$ cat src/rtl/perf_trace_unit.sv
// perf_trace_unit: execution monitor that counts core events and keeps a FIFO trace of taken-branch PCs
module perf_trace_unit #(
  parameter int CNT_W    = 16,
  parameter int PC_W     = 8,
  parameter int DEPTH    = 8,
  parameter int SATURATE = 1
) (
  input  logic             CLK,
  input  logic             start,
  input  logic             enable,
  input  logic             clear,
  input  logic             retire,
  input  logic             halt,
  input  logic [PC_W-1:0]  PC,
  input  logic             BRANCH,
  input  logic             REG_WRITE,
  input  logic             MEM_WRITE,
  input  logic             trace_rd,
  output logic [CNT_W-1:0] cycle_count,
  output logic [CNT_W-1:0] inst_count,
  output logic [CNT_W-1:0] branch_count,
  output logic [CNT_W-1:0] regwr_count,
  output logic [CNT_W-1:0] memwr_count,
  output logic [PC_W-1:0]  trace_pc,
  output logic             trace_valid,
  output logic             trace_full,
  output logic             trace_overflow,
  output logic             running,
  output logic             stopped
);
  localparam int AW = $clog2(DEPTH);
  typedef enum logic [1:0] {IDLE, RUN, HALTED} state_t;
  state_t state, state_nxt;
  logic cnt_run, ev_ret, push, pop, wr_en, ovf_set;
  logic [AW-1:0] wr_ptr, rd_ptr, wr_nxt, rd_nxt;
  logic [AW:0] occ, occ_nxt;
  logic [PC_W-1:0] head_nxt;
  logic [PC_W-1:0] mem [DEPTH];

  function automatic logic [CNT_W-1:0] bump(input logic [CNT_W-1:0] c, input logic en);
    return !en ? c : (SATURATE != 0 && &c) ? c : c + CNT_W'(1);
  endfunction

  always_ff @(posedge CLK or posedge start)
    if (start) begin
      state   <= IDLE;
      running <= 1'b0;
      stopped <= 1'b0;
    end else begin
      state   <= state_nxt;
      running <= state_nxt == RUN;
      stopped <= state_nxt == HALTED;
    end

  always_comb
    state_nxt = clear ? IDLE :
                (state == IDLE && enable) ? RUN :
                (state == RUN && halt) ? HALTED : state;

  // clear suppresses every event and pop in its cycle
  always_comb begin
    cnt_run  = state == RUN && !clear;
    ev_ret   = cnt_run && retire;
    push     = ev_ret && BRANCH;
    pop      = !clear && trace_rd && trace_valid;
    wr_en    = push && (!trace_full || pop);
    ovf_set  = push && trace_full && !pop;
    wr_nxt   = wr_ptr + AW'(wr_en);
    rd_nxt   = rd_ptr + AW'(pop);
    occ_nxt  = occ + (AW+1)'(wr_en) - (AW+1)'(pop);
    head_nxt = !(|occ_nxt) ? '0 : (wr_en && wr_ptr == rd_nxt) ? PC : mem[rd_nxt];
  end

  always_ff @(posedge CLK)
    if (wr_en) mem[wr_ptr] <= PC;

  always_ff @(posedge CLK or posedge start)
    if (start) begin
      cycle_count    <= '0;
      inst_count     <= '0;
      branch_count   <= '0;
      regwr_count    <= '0;
      memwr_count    <= '0;
      wr_ptr         <= '0;
      rd_ptr         <= '0;
      occ            <= '0;
      trace_pc       <= '0;
      trace_valid    <= 1'b0;
      trace_full     <= 1'b0;
      trace_overflow <= 1'b0;
    end else if (clear) begin
      cycle_count    <= '0;
      inst_count     <= '0;
      branch_count   <= '0;
      regwr_count    <= '0;
      memwr_count    <= '0;
      wr_ptr         <= '0;
      rd_ptr         <= '0;
      occ            <= '0;
      trace_pc       <= '0;
      trace_valid    <= 1'b0;
      trace_full     <= 1'b0;
      trace_overflow <= 1'b0;
    end else begin
      cycle_count    <= bump(cycle_count, cnt_run);
      inst_count     <= bump(inst_count, ev_ret);
      branch_count   <= bump(branch_count, ev_ret && BRANCH);
      regwr_count    <= bump(regwr_count, ev_ret && REG_WRITE);
      memwr_count    <= bump(memwr_count, ev_ret && MEM_WRITE);
      wr_ptr         <= wr_nxt;
      rd_ptr         <= rd_nxt;
      occ            <= occ_nxt;
      trace_pc       <= head_nxt;
      trace_valid    <= |occ_nxt;
      trace_full     <= occ_nxt == (AW+1)'(DEPTH);
      trace_overflow <= trace_overflow || ovf_set;
    end
endmodule
$ cat config.mk
export PLATFORM = sky130hd
export DESIGN_NAME = perf_trace_unit
export DESIGN_NICKNAME = d
export VERILOG_FILES = /design/src/rtl/perf_trace_unit.sv
export SDC_FILE = /design/constraint.sdc
export NUM_CORES = 1
export LEC_CHECK = 0
export ABC_CLOCK_PERIOD_IN_PS = 3700
export CORE_ASPECT_RATIO = 1.4
export CORE_MARGIN = 2
export CORE_UTILIZATION = 55
export CTS_BUF_LIST = sky130_fd_sc_hd__clkbuf_4
export DETAILED_ROUTE_END_ITERATION = 16
export PLACE_DENSITY_LB_ADDON = 0.25
export REMOVE_ABC_BUFFERS = 1
export SYNTH_ARGS = -nofsm -noshare
export SYNTH_HDL_FRONTEND = slang
export SYNTH_SLANG_ARGS = --single-unit
$ cat constraint.sdc
create_clock -name CLK -period 3.7 [get_ports CLK]
set_clock_uncertainty 0.15 [all_clocks]
set_input_delay 0.555 -clock CLK [delete_from_list [all_inputs] [get_ports CLK]]
set_output_delay 0.555 -clock CLK [all_outputs]
set_load 0.02 [all_outputs]
==> flow_summary.rst <==
.. list-table::
   :header-rows: 1

   * - Metric
     - Value
   * - Status
     - complete, no violations
   * - Detail Placement HPWL
     - 12200 µm
   * - Syn-to-layout area delta
     - 21.0%
   * - Setup repair after global routing missed its margin
     - false
   * - Register-to-register setup slack
     - 0.78 ns
   * - Pwr dens
     - 383 nW/µm²
   * - Maximum vdd ir drop
     - 0.197 mV
   * - Overall die area
     - 15400 µm²
   * - H-tree levels
     - 4
   * - I/O pin count
     - 111
   * - Finish-stage setup viols
     - 0
   * - Multiplexer fraction of the synthesized cell area
     - 0.0266
   * - Dominant cells by area after synthesis
     - sky130_fd_sc_hd__dfrtp_1, sky130_fd_sc_hd__edfxtp_1, sky130_fd_sc_hd__xnor2_1
   * - Synthesized cell area
     - 7910 µm²
   * - Detailed Route WL
     - 17600 µm
   * - Reg-to-Reg End
     - trace_pc[0]$_DFF_PP0_
   * - Period utilization
     - 0.790
   * - Kind of launch point of the worst setup path
     - flop
   * - Basic-gate share of the synthesized area counting and, or, nand and nor cells
     - 0.224
   * - Largest net degree at the start of global routing
     - 63
   * - Initial Utilization
     - 0.566
   * - Wire length of the first global-routing pass
     - 29500 µm
   * - Hold Slack
     - 0.328 ns
   * - Tightest slew margin relative to the limit
     - 0.266
   * - Final-report max-slew violation count
     - 0
   * - CP Capture Type
     - flop
   * - Total GRT Usage
     - 0.237
   * - Number of hold violations in the final report
     - 0
   * - Vias in the first global route
     - 6186
   * - First DRT Iteration DRCs
     - 273
   * - Critical path fanouts, max
     - 9
   * - NetSw
     - 995 µW
   * - Fraction of post-synthesis cell area in the top cell type by area
     - 0.332
   * - Data arrival time at the worst-slack endpoint
     - 3.20 ns
   * - Leading cell types by count after synthesis
     - sky130_fd_sc_hd__dfrtp_1, sky130_fd_sc_hd__nor2_1, sky130_fd_sc_hd__nand2_1, sky130_fd_sc_hd__edfxtp_1
   * - Compound-Gate Fraction of Synth Area
     - 0.0552
   * - Core box area
     - 14000 µm²
   * - Largest area contributor in the netlist
     - sky130_fd_sc_hd__dfrtp_1
   * - Gate count of the mapped netlist
     - 727
   * - Dominant combinational cell family by area after synthesis
     - simple AND/OR/NAND/NOR gates
   * - Type of the tightest min-delay check
     - in2async
   * - Part of the power in the clock network
     - 0.289
   * - Overall die width
     - 105 µm
   * - Inserted Clock Buffers
     - 17
   * - Number of flops mapped to enable cells by yosys
     - 64
   * - Most frequently used flop master after synthesis
     - sky130_fd_sc_hd__dfrtp_1
   * - Vias
     - 5952
   * - Latest clock arrival within the worst-skew pair
     - 0.54 ns
   * - R2r worst-path depth
     - 10
   * - Actual transition at the worst max-transition pin
     - 1.09 ns
   * - Net count reported at finish
     - 878
   * - Reg-to-reg critical path startpoint
     - state[1]$_DFF_PP0_
   * - Cts hold-fix bufs
     - 0
   * - Number of antenna violations at the first check in global routing
     - 1
   * - Setup Crit Path Kind
     - reg2reg
   * - TritonCTS clock tree
     - yes
   * - Most frequent cell after synthesis
     - sky130_fd_sc_hd__dfrtp_1
   * - Fin crit period
     - 2.92 ns
   * - Maximum Capacitance Violations
     - 0
   * - Flop pwr share
     - 0.561
   * - Slowest cell delay on critical path
     - 0.46 ns
   * - Clock slew at reported path FFs
     - 0.14 ns
   * - Post-CTS sizing
     - 0
   * - Max Freq
     - 0.342 GHz
   * - Share of total power consumed by net switching
     - 0.272
   * - Longest Clk Path Bufs
     - 2
   * - # Post-CTS Setup Buffers
     - 0
   * - Gr ovfl total
     - 0
   * - Via-per-instance ratio
     - 5.70
   * - Clock sink count
     - 169
   * - Synthesized flop and latch total
     - 169
   * - Final standard cell utilization of the core
     - 0.685
   * - RD Place Congestion
     - 0.825
   * - Setup_tns
     - 0 ns
   * - Die Height
     - 146 µm
   * - Internal power component
     - 2670 µW
   * - Critical Path, Cell by Cell
     - nand4bb_1, a211o_1, inv_1, ha_1, fa_1, nor2_1, nand2_1, o21bai_1, buf_4, a21oi_1
   * - # rows
     - 51
   * - Average footprint of a synthesized cell
     - 10.9 µm²
   * - Number of search-and-repair iterations in the first detailed-routing pass
     - 7
   * - Post-route ant nets
     - 0
   * - Post-Synth XOR/XNOR Area
     - 0.0741
   * - Combinational group share of total power
     - 0.151
   * - Routed length per instance
     - 16.8 µm
   * - PortBufs
     - 110
   * - Distinct cell type count of the synthesized netlist
     - 54
   * - FFs w/ async S/R, synth
     - 0.621
   * - Startpoint of the worst setup timing path
     - state[1]$_DFF_PP0_
   * - CTS Root Buffer Type
     - sky130_fd_sc_hd__clkbuf_4
   * - Sequential area share after synthesis
     - 0.575
   * - Layout cell share with drive strength beyond 1
     - 0.0687
   * - Leakage component of the power
     - 0.00359 µW
   * - WP data required
     - 3.98 ns
   * - Share of synthesized cell area in full adder, half adder and majority cells
     - 0.0231
   * - Number of warning messages in the yosys log
     - 0
   * - Cell at the slowest stage of the critical path
     - sky130_fd_sc_hd__dfrtp_1
   * - DRC
     - 0
==> worst max path at each step <==
stage / to / slack [ns] / cells after the start
finish: trace_pc[0]$_DFF_PP0_ / 0.78 / 10
global placement: trace_pc[4]$_DFF_PP0_ / 0.45 / 11
global route: trace_pc[0]$_DFF_PP0_ / 0.62 / 10
floorplan: trace_pc[6]$_DFF_PP0_ / -0.02 / 9
detailed placement: trace_pc[0]$_DFF_PP0_ / 0.32 / 11
CTS: trace_pc[0]$_DFF_PP0_ / 0.80 / 10
==> power by group through the flow <==
stage	Sequential, µW	Combinational (µW)	Clock [µW]
global placement	2090	523	0
floorplan	2150	227	0
finish	2050	553	1060
detailed placement	2090	549	0
CTS	2050	554	1090
global route	2060	598	1170
==> per-layer routing <==
| metal | routed length (µm) | track usage |
|---|---|---|
| met1 | 6970 | 0.281 |
| met5 | 0 | 0 |
| met3 | 1010 | 0.0569 |
| met2 | 9170 | 0.416 |
| met4 | 449 | 0.0880 |
==> registers in the layout, summed over array words and instances, names as in the netlist, 4 cells and up <==
| signal | flops |
|---|---|
| cycle_count | 16 |
| mem | 64 |
| regwr_count | 16 |
| branch_count | 16 |
| trace_pc | 8 |
| inst_count | 16 |
| memwr_count | 16 |
| occ | 4 |
==> cells in the final DEF, fill, tap and decap left out, types with 8 or more instances in the layout <==
| cell | count |
|---|---|
| sky130_fd_sc_hd__a21oi_1 | 26 |
| sky130_fd_sc_hd__a22oi_1 | 8 |
| sky130_fd_sc_hd__and3_1 | 10 |
| sky130_fd_sc_hd__and4_1 | 9 |
| sky130_fd_sc_hd__buf_4 | 14 |
| sky130_fd_sc_hd__clkbuf_4 | 19 |
| sky130_fd_sc_hd__clkdlybuf4s50_1 | 109 |
| sky130_fd_sc_hd__dfrtp_1 | 105 |
| sky130_fd_sc_hd__edfxtp_1 | 64 |
| sky130_fd_sc_hd__ha_1 | 13 |
| sky130_fd_sc_hd__inv_1 | 16 |
| sky130_fd_sc_hd__mux2i_1 | 21 |
| sky130_fd_sc_hd__nand2_1 | 72 |
| sky130_fd_sc_hd__nand3_1 | 47 |
| sky130_fd_sc_hd__nand4_1 | 17 |
| sky130_fd_sc_hd__nand4b_1 | 10 |
| sky130_fd_sc_hd__nor2_1 | 87 |
| sky130_fd_sc_hd__nor2b_1 | 13 |
| sky130_fd_sc_hd__nor3_1 | 30 |
| sky130_fd_sc_hd__nor4_1 | 16 |
| sky130_fd_sc_hd__o21ai_0 | 9 |
| sky130_fd_sc_hd__xnor2_1 | 47 |
| sky130_fd_sc_hd__xor2_1 | 17 |
==> worst max-delay path, delay by kind of cell, from the launching register on <==
| kind | cells | cell delay [ns] |
|---|---|---|
| DFF | 1 | 0.46 |
| buffers and inverters | 2 | 0.35 |
| and+or+nand+nor | 3 | 0.53 |
| AOI/OAI and AO/OA | 3 | 0.66 |
| adders and majority gates | 2 | 0.68 |
==> layout make-up <==
| type | instances | area, µm² |
|---|---|---|
| antenna | 1 | 2.50 |
| clock buffer | 19 | 143 |
| clock inverter | 13 | 144 |
| fill | 1072 | 4410 |
| inverter | 17 | 66.3 |
| multi-input combinational | 515 | 3190 |
| sequential | 169 | 4550 |
| tap | 185 | 231 |
| timing repair buffer | 126 | 1240 |
==> stage by stage <==
step / area (µm²) / total power, µW / cells / worst slack [ns]
after floorplan: 7800 / 2380 / 701 / -0.0214
after global placement: 9280 / 2620 / 1012 / 0.451
after detailed placement: 9280 / 2640 / 1012 / 0.319
after CTS: 9570 / 3690 / 1044 / 0.799
after global routing: 9570 / 3830 / 1045 / 0.621
final: 9570 / 3660 / 1045 / 0.777
==> cell families (layout without fill, tap and decap cells) <==
group                    after synthesis  in the layout
AO/OA/AOI/OAI                         69             69
XOR/XNOR                              66             66
adder cells (fa/ha/maj)               14             14
buffers and inverters                 43            175
flip-flops                           169            169
multiplexers                          21             21
other                                  0              1
AND/OR/NAND/NOR                      345            345
(Power assumes the default switching activity.)
